===== src/rtl/instr_fetch_unit.sv =====
// -----------------------------------------------------------------------------
// instr_fetch_unit
//
// Fetch stage that sits directly after the combinational instruction memory.
// It owns the PC and drives it to imem. Each returned word is captured,
// together with its PC, into a small prefetch FIFO. The FIFO head is offered
// to decode over a valid/ready handshake. The block also handles the boot
// hold-off, branch/jump redirects (which flush the FIFO) and halting on
// ebreak.
//
// Ports:
//   clk            system clock, rising edge
//   rst_n          asynchronous active-low reset
//   boot_done      register-file preload complete; fetch may start
//   imem_addr      byte address to imem (always equal to the PC register)
//   imem_instr     combinational instruction word for imem_addr
//   redirect_valid one-cycle request to change the PC (flushes the FIFO)
//   redirect_pc    redirect target byte address (bits [1:0] ignored)
//   out_valid      FIFO head valid
//   out_ready      decode accepts the head this cycle
//   out_instr      head instruction
//   out_pc         head PC
//   halted         ebreak has been consumed and nothing is left to hand out
//
// Optional feature (macro FETCH_PERF_CNT_EN):
//   fetch_count    number of words popped by decode (wraps)
//   stall_count    number of cycles with out_valid && !out_ready (wraps)
// -----------------------------------------------------------------------------
module instr_fetch_unit #(
  parameter logic [31:0] RESET_PC   = 32'h0000_0000,
  parameter int          FIFO_DEPTH = 2,
  parameter logic [31:0] HALT_INSTR = 32'h0010_0073
) (
  input  logic        clk,
  input  logic        rst_n,
  input  logic        boot_done,
  output logic [31:0] imem_addr,
  input  logic [31:0] imem_instr,
  input  logic        redirect_valid,
  input  logic [31:0] redirect_pc,
  output logic        out_valid,
  input  logic        out_ready,
  output logic [31:0] out_instr,
  output logic [31:0] out_pc,
  output logic        halted
`ifdef FETCH_PERF_CNT_EN
  ,
  output logic [31:0] fetch_count,
  output logic [31:0] stall_count
`endif
);

  localparam int PTR_W = $clog2(FIFO_DEPTH);
  localparam int CNT_W = PTR_W + 1;
  localparam logic [CNT_W-1:0] DEPTH_C = CNT_W'(FIFO_DEPTH);

  typedef enum logic [1:0] {
    ST_BOOT,
    ST_FETCH,
    ST_HALT
  } state_t;

  state_t             state_reg,  state_next;
  logic [31:0]        pc_reg,     pc_next;
  logic [CNT_W-1:0]   count_reg,  count_next;
  logic [PTR_W-1:0]   rd_ptr_reg, rd_ptr_next;
  logic [PTR_W-1:0]   wr_ptr_reg, wr_ptr_next;

  logic [31:0] entry_pc_reg    [FIFO_DEPTH];
  logic [31:0] entry_instr_reg [FIFO_DEPTH];

  logic do_pop;
  logic do_push;

  assign imem_addr = pc_reg;
  assign out_valid = (count_reg != '0);
  assign out_instr = entry_instr_reg[rd_ptr_reg];
  assign out_pc    = entry_pc_reg[rd_ptr_reg];
  assign halted    = (state_reg == ST_HALT) && (count_reg == '0);

  // A redirect discards any same-cycle pop or push.
  assign do_pop  = out_valid && out_ready && !redirect_valid;
  // A full FIFO can still accept a word when the head leaves on the same edge.
  assign do_push = (state_reg == ST_FETCH) && !redirect_valid &&
                   ((count_reg != DEPTH_C) || (out_valid && out_ready));

  always_comb begin
    state_next  = state_reg;
    pc_next     = pc_reg;
    count_next  = count_reg;
    rd_ptr_next = rd_ptr_reg;
    wr_ptr_next = wr_ptr_reg;

    if (redirect_valid) begin
      pc_next     = redirect_pc & 32'hFFFF_FFFC;
      count_next  = '0;
      rd_ptr_next = '0;
      wr_ptr_next = '0;
      // A redirect during boot only moves the PC; fetch still waits for boot_done.
      state_next  = (state_reg == ST_BOOT) ? ST_BOOT : ST_FETCH;
    end else begin
      if ((state_reg == ST_BOOT) && boot_done) begin
        state_next = ST_FETCH;
      end
      if (do_push) begin
        pc_next     = pc_reg + 32'd4;
        wr_ptr_next = wr_ptr_reg + PTR_W'(1);
        // The ebreak itself is still handed to decode.
        if (imem_instr == HALT_INSTR) begin
          state_next = ST_HALT;
        end
      end
      if (do_pop) begin
        rd_ptr_next = rd_ptr_reg + PTR_W'(1);
      end
      case ({do_push, do_pop})
        2'b10:   count_next = count_reg + CNT_W'(1);
        2'b01:   count_next = count_reg - CNT_W'(1);
        default: count_next = count_reg;
      endcase
    end
  end

  always_ff @(posedge clk or negedge rst_n) begin
    if (!rst_n) begin
      state_reg  <= ST_BOOT;
      pc_reg     <= RESET_PC;
      count_reg  <= '0;
      rd_ptr_reg <= '0;
      wr_ptr_reg <= '0;
    end else begin
      state_reg  <= state_next;
      pc_reg     <= pc_next;
      count_reg  <= count_next;
      rd_ptr_reg <= rd_ptr_next;
      wr_ptr_reg <= wr_ptr_next;
    end
  end

  genvar gi;
  generate
    for (gi = 0; gi < FIFO_DEPTH; gi++) begin : g_entry
      always_ff @(posedge clk or negedge rst_n) begin
        if (!rst_n) begin
          entry_pc_reg[gi]    <= '0;
          entry_instr_reg[gi] <= '0;
        end else if (do_push && (wr_ptr_reg == PTR_W'(gi))) begin
          entry_pc_reg[gi]    <= pc_reg;
          entry_instr_reg[gi] <= imem_instr;
        end
      end
    end
  endgenerate

`ifdef FETCH_PERF_CNT_EN
  // Counters survive redirects; only reset clears them.
  always_ff @(posedge clk or negedge rst_n) begin
    if (!rst_n) begin
      fetch_count <= '0;
      stall_count <= '0;
    end else begin
      if (do_pop) begin
        fetch_count <= fetch_count + 32'd1;
      end
      if (out_valid && !out_ready) begin
        stall_count <= stall_count + 32'd1;
      end
    end
  end
`endif

endmodule

===== config.mk =====
export PLATFORM = sky130hd
export DESIGN_NAME = instr_fetch_unit
export DESIGN_NICKNAME = d
export VERILOG_FILES = /design/src/rtl/instr_fetch_unit.sv
export SDC_FILE = /design/constraint.sdc
export NUM_CORES = 1
export LEC_CHECK = 0
export BUFFER_PORTS_ARGS = -buffer_cell sky130_fd_sc_hd__buf_2
export CORE_ASPECT_RATIO = 0.75
export CORE_UTILIZATION = 54
export CTS_CLUSTER_SIZE = 28
export DETAILED_ROUTE_END_ITERATION = 10
export PLACE_DENSITY = 0.8
export SYNTH_ARGS = -nofsm -noshare
export SYNTH_HDL_FRONTEND = slang
export SYNTH_SLANG_ARGS = --single-unit

===== constraint.sdc =====
create_clock -name clk -period 2.1 [get_ports clk]
set_input_delay 0.105 -clock clk [delete_from_list [all_inputs] [get_ports clk]]
set_output_delay 0.105 -clock clk [all_outputs]
set_load 0.03 [all_outputs]

; Word-level counts from Yosys, hierarchy flattened
; Index checks and enable logic that the tools add are counted.
[classes]
magnitude_cmp = 1
div_mod_pow = 0
n_reduce_logical = 16
n_mux = 19
bitwise = 2
multipliers = 0
shifts = 0
eq_ne = 6
add_sub_neg = 5
[ops]
columns = cell, n
row1 = 32-bit two-way mux, 8
row2 = 32-bit by 3-bit adder with 32-bit output (second input constant), 1
row3 = 32-bit by 21-bit equality test with 1-bit output (second input constant), 1
row4 = 2-bit two-way mux, 5
row5 = 1-bit logical AND, 8
row6 = 2-bit nonzero test, 3
row7 = 1-bit two-way mux, 5
row8 = 2-bit by 1-bit equality test with 1-bit output (second input constant), 2
row9 = 2-bit equality test (second input constant), 2
row10 = 2-bit zero test, 2
row11 = 2-bit one-hot mux with 2 select lines, 1
row12 = 3-bit nonzero test, 1
row13 = 1-bit adder (second input constant), 2
row14 = 2-bit by 1-bit adder with 2-bit output (second input constant), 1
row15 = 2-bit >= comparator (second input constant), 1
row16 = 2-bit != test (second input constant), 1
row17 = 1-bit NOT with 2-bit output, 1
row18 = 2-bit by 1-bit subtractor with 2-bit output (second input constant), 1
row19 = 1-bit zero test, 1
row20 = 1-bit logical OR, 1
row21 = 1-bit NOT, 1
[totals]
input_bits = 69
latch_bits = 0
wordCells = 58
ram_bits = 0
mem_count = 0
romBits = 0
register_bits = 166

; Longest topological paths before layout
[logic_depth]
depth_word = 7
mapped_depth = 7
mapped_depth_nobuf = 6

; Least setup slack after synthesis
; OpenSTA, ideal clock, no wires.
[synth_path]
kind = register to register
from = register pc_reg[2], in the netlist imem_addr[2]
to = register pc_reg[20], in the netlist imem_addr[20]
stages_incl_launch_ff = 7
arrival_ns = 2.030
setup_time_ns = 0.142
slack_ns = -0.072
required_ns = 1.958
path_cell_list = dfrtp_1 -> ha_1 -> nand3_1 -> nor4_2 -> or3b_2 -> nand3_1 -> o211ai_1
[synth_between]
elab_chain_len = 3
[synth_lines]
columns = element, line
row1 = start: declaration, 64  ; logic [31:0] pc_reg, pc_next;
row2 = start signal: assignment, 133  ; pc_reg <= pc_next;
row3 = 32-bit by 3-bit adder with 32-bit output, 106  ; pc_next = pc_reg + 32'd4;
row4 = 32-bit two-way mux, 105  ; if (do_push) begin
row5 = 32-bit two-way mux, 94  ; if (redirect_valid) begin
; No other way between the ends. The select of a mux whose other input is x is not followed.
; A chain may end at the register's enable or synchronous reset.

; Final worst setup path
[layout_path]
from = register pc_reg[19], in the netlist imem_addr[19]
to = register pc_reg[27], in the netlist imem_addr[27]
; The elaborated chain is that of the path after synthesis.

==> metrics.md <==
| Metric | Value |
|---|---|
| Hold Vio Cnt, Final | 0 |
| DRT Pass-1 Iters | 5 |
| Via density | 5.86 |
| Final Non-Filler Cells | 1,012 |
| Number of synthesized flops with an enable pin | 0 |
| Syn Area/Cell | between 10 and 15 µm² |
| Placement Rows | 36 |
| Bufs on Longest Clock Path | 2 |
| CP cell instances | nand4_1 -> nor4_4 -> and3_1 -> nand2_1 -> o311ai_0 |
| Ys async rst share | 100% |
| Die width | about 140 µm |
| MaxCap Viol Count | 0 |
| Post-synthesis sequential area ratio | 53.5% |
| CP arrival | ~2300 ps |
| Max reg flops | 64 |
| Commonest non-fill, non-tap cells in the layout | mux2_2 (184), buf_2 (159), dfrtp_1 (157) |
| GP Congestion | 0.878 |
| Root Buffer | clkbuf_16 |
| Postcts setup bufs | 0 |
| Dpl ws | 173 ps |
| Worst r2r path cells | 5 |
| CP Buf/Inv Count | 0 |
| R2r startpoint | imem_addr[19] |
| Net switching power | 3330 µW |
| Worst path slowest cell | dfrtp_1 |
| Startpoint Class | flip-flop |
| Crit Path Category | flip-flop to flip-flop |
| Internal power | 7070 µW |
| 1st-iter DRT viols | roughly 340 |
| Sw Ratio | 32.0% |
| Cells after DPL | 917 |
| Reg clk slew, reported paths | 60 ps |
| Seq cells post-synth | 160 |
| Pin count of the biggest net entering global routing | 57 |
| Max-slew violation count | 0 |
| Top Ports | 167 |
| Dominant synthesized flop cell | dfrtp_1 |
| Commonest non-fill, non-tap cell in the layout | mux2_2 |
| P&R area growth vs syn | 32.5% |
| Comb pwr share | 30.3% |
| Initial core utilization | 56.5% |
| H-tree levels | 4 |
| Relative slew slack | 63.5% |
| Core area | 0.0132 mm² |
| Inserted Clock Buffers | 17 |
| Routed WL per cell | 19.0 µm |
| Die H | 104 µm |
| Clk pwr share | 29.2% |
| I/O Buffers | 160 |
| Max incr delay on CP | 450 ps |
| Distinct cell type count after synthesis | 51 |
| Vias | 5,928 |
| Period minus WS final | 1960 ps |
| Leak | 0.00445 µW |
| CP required | 2400 ps |
| Post-DP HPWL | 12.4 mm |
| CTS Sinks | 160 |
| Layout cells sized above 1 | around half |
| Final core occ | 74.9% |
| VDD IR max | about 0.77 mV |
| First-pass GRT wire length | 31.1 mm |
| Filler Cells Inserted | 882 |
| Synth Instances | 590 |
| Hold-critical path depth | 4 |
| Levels on crit path | 5 |
| Worst-skew pair later-pin latency | between 400 and 500 ps |
| Critical R2R Capture | imem_addr[27] |
| DR DRC count | 0 |
| Die ar. | about 0.014 mm² |
| RSZ-0062 raised after global routing | no |
| ANT nets after route | 0 |
| Initial antenna violation count | 1 |
| Global-route usage over all layers | 28.3% |
| Number of global-route vias before repair | 6,206 |
| Post-Route WL | approximately 19 mm |
| Fin Clk Skew | between 8 and 9 ps |
| Overflow after GRT | 0 |
| Post-Syn Area | around 0.0075 mm² |
| Slew at the pin with the worst max-slew slack | ~540 ps |
| Register-to-register setup slack | around 140 ps |
| Crit end category | flip-flop |
| Final worst setup slack | 138 ps |
| Fmax | 510 MHz |
| CP startpoint | imem_addr[19] |
| CP max FO | 7 |
| Worst Hold Class | primary input to flip-flop |
| Setup TNS | 0 ps |
| Termination of the worst setup path | imem_addr[27] |
| Seq pwr share | 40.6% |
| CTS tree | built |
| Fin nets | 899 |
| CP top delay family | simple AND/OR/NAND/NOR gates |
| Pwr/cell area | 1050 mW/mm² |
| Setup violators final | 0 |
| Yosys Warn Count | 0 |
| Outcome | complete, no violations |
| Final period utilization | 93.4% |
==> worst register-to-register path, delay by kind of cell (launching register included) <==
kind,cells,cell delay [ps]
AO/OA/AOI/OAI,1,300
flip-flops,1,450
AND/OR/NAND/NOR,4,1100
==> cell type report <==
| class | count | area (µm²) | share of cell area [%] |
|---|---|---|---|
| inverter | 3 | 11.3 | 0.114 |
| sequential | 160 | 4010 | 40.4 |
| timing repair buffer | 256 | 1790 | 18.0 |
| antenna | 1 | 2.50 | 0.0252 |
| tap | 171 | 214 | 2.16 |
| clock inverter | 6 | 80.1 | 0.807 |
| multi-input combinational | 391 | 3320 | 33.4 |
| clock buffer | 24 | 502 | 5.06 |
==> metal layers <==
layer  wire, µm  part of all wire (%)  global-route usage [%]
met5          0                     0                       0
met4        599                   3.1                    12.8
met3       1220                   6.3                    7.16
met2       9480                    49                    46.2
met1       7910                    41                    34.9
==> cells in the mapped netlist (2+ instances only) <==
master / count / area share [%]
a21o_1: 2 / 0.20
a21oi_1: 2 / 0.13
a221o_1: 4 / 0.53
a31oi_1: 6 / 0.50
a32oi_1: 2 / 0.23
a41oi_1: 4 / 0.47
and3_1: 6 / 0.50
buf_1: 7 / 0.35
buf_2: 17 / 1.1
buf_4: 4 / 0.40
clkbuf_1: 11 / 0.55
dfrtp_1: 160 / 53
inv_1: 2 / 0.10
mux2_2: 184 / 28
nand2_1: 43 / 2.2
nand3_1: 15 / 1.0
nand3_2: 2 / 0.27
nand4_1: 9 / 0.75
nor2_1: 22 / 1.1
nor2b_1: 2 / 0.17
nor3_1: 8 / 0.53
nor3b_1: 3 / 0.30
nor4_1: 4 / 0.33
nor4b_1: 2 / 0.23
nor4bb_1: 2 / 0.27
o211ai_1: 11 / 1.1
o21ai_0: 22 / 1.5
o311ai_0: 10 / 1.2
or4_1: 2 / 0.20
==> how the worst min path moves through the flow <==
stage               from                to  slack (ps)
3_5_place_dp       rst_n  entry_pc_reg[15]          90
6_report       out_ready        rd_ptr_reg          90
3_3_place_gp       rst_n  entry_pc_reg[15]          80
2_1_floorplan      rst_n      count_reg[0]        -190
4_1_cts        out_ready        rd_ptr_reg          70
5_1_grt        out_ready        rd_ptr_reg         100
==> metrics by stage <==
step | power, µW | area (µm²) | hold slack, ps
CTS | 10400 | 9910 | 68.8
global route | 10900 | 9920 | 104
global placement | 7120 | 8690 | 82.4
detailed placement | 7290 | 8690 | 88.0
finish | 10400 | 9920 | 85.4
floorplan | 6320 | 7500 | -191
==> power groups by stage <==
stage	Sequential [µW]	Clock, µW	Combinational (µW)
final	4210	3030	3140
after global routing	4300	3210	3350
after CTS	4200	3090	3150
after detailed placement	4250	0	3040
after global placement	4170	0	2950
after floorplan	4250	0	2070
==> cell families after synthesis <==
group	Yosys count	synth area share (%)
xor gates and xnor gates	1	0.117
adders and majority gates	1	0.167
DFF	160	53.5
other	1	0.0501
buffers and inverters	42	2.59
and+or+nand+nor	134	9.63
AOI/OAI and AO/OA	66	6.17
muxes	185	27.8
==> repair_timing <==
item	CTS	global route
hold endpoints to repair	145	0
resized for setup	0	1
setup endpoints to repair	0	1
hold buffers	64	0
Note: power is estimated with default switching activity, not from simulation.
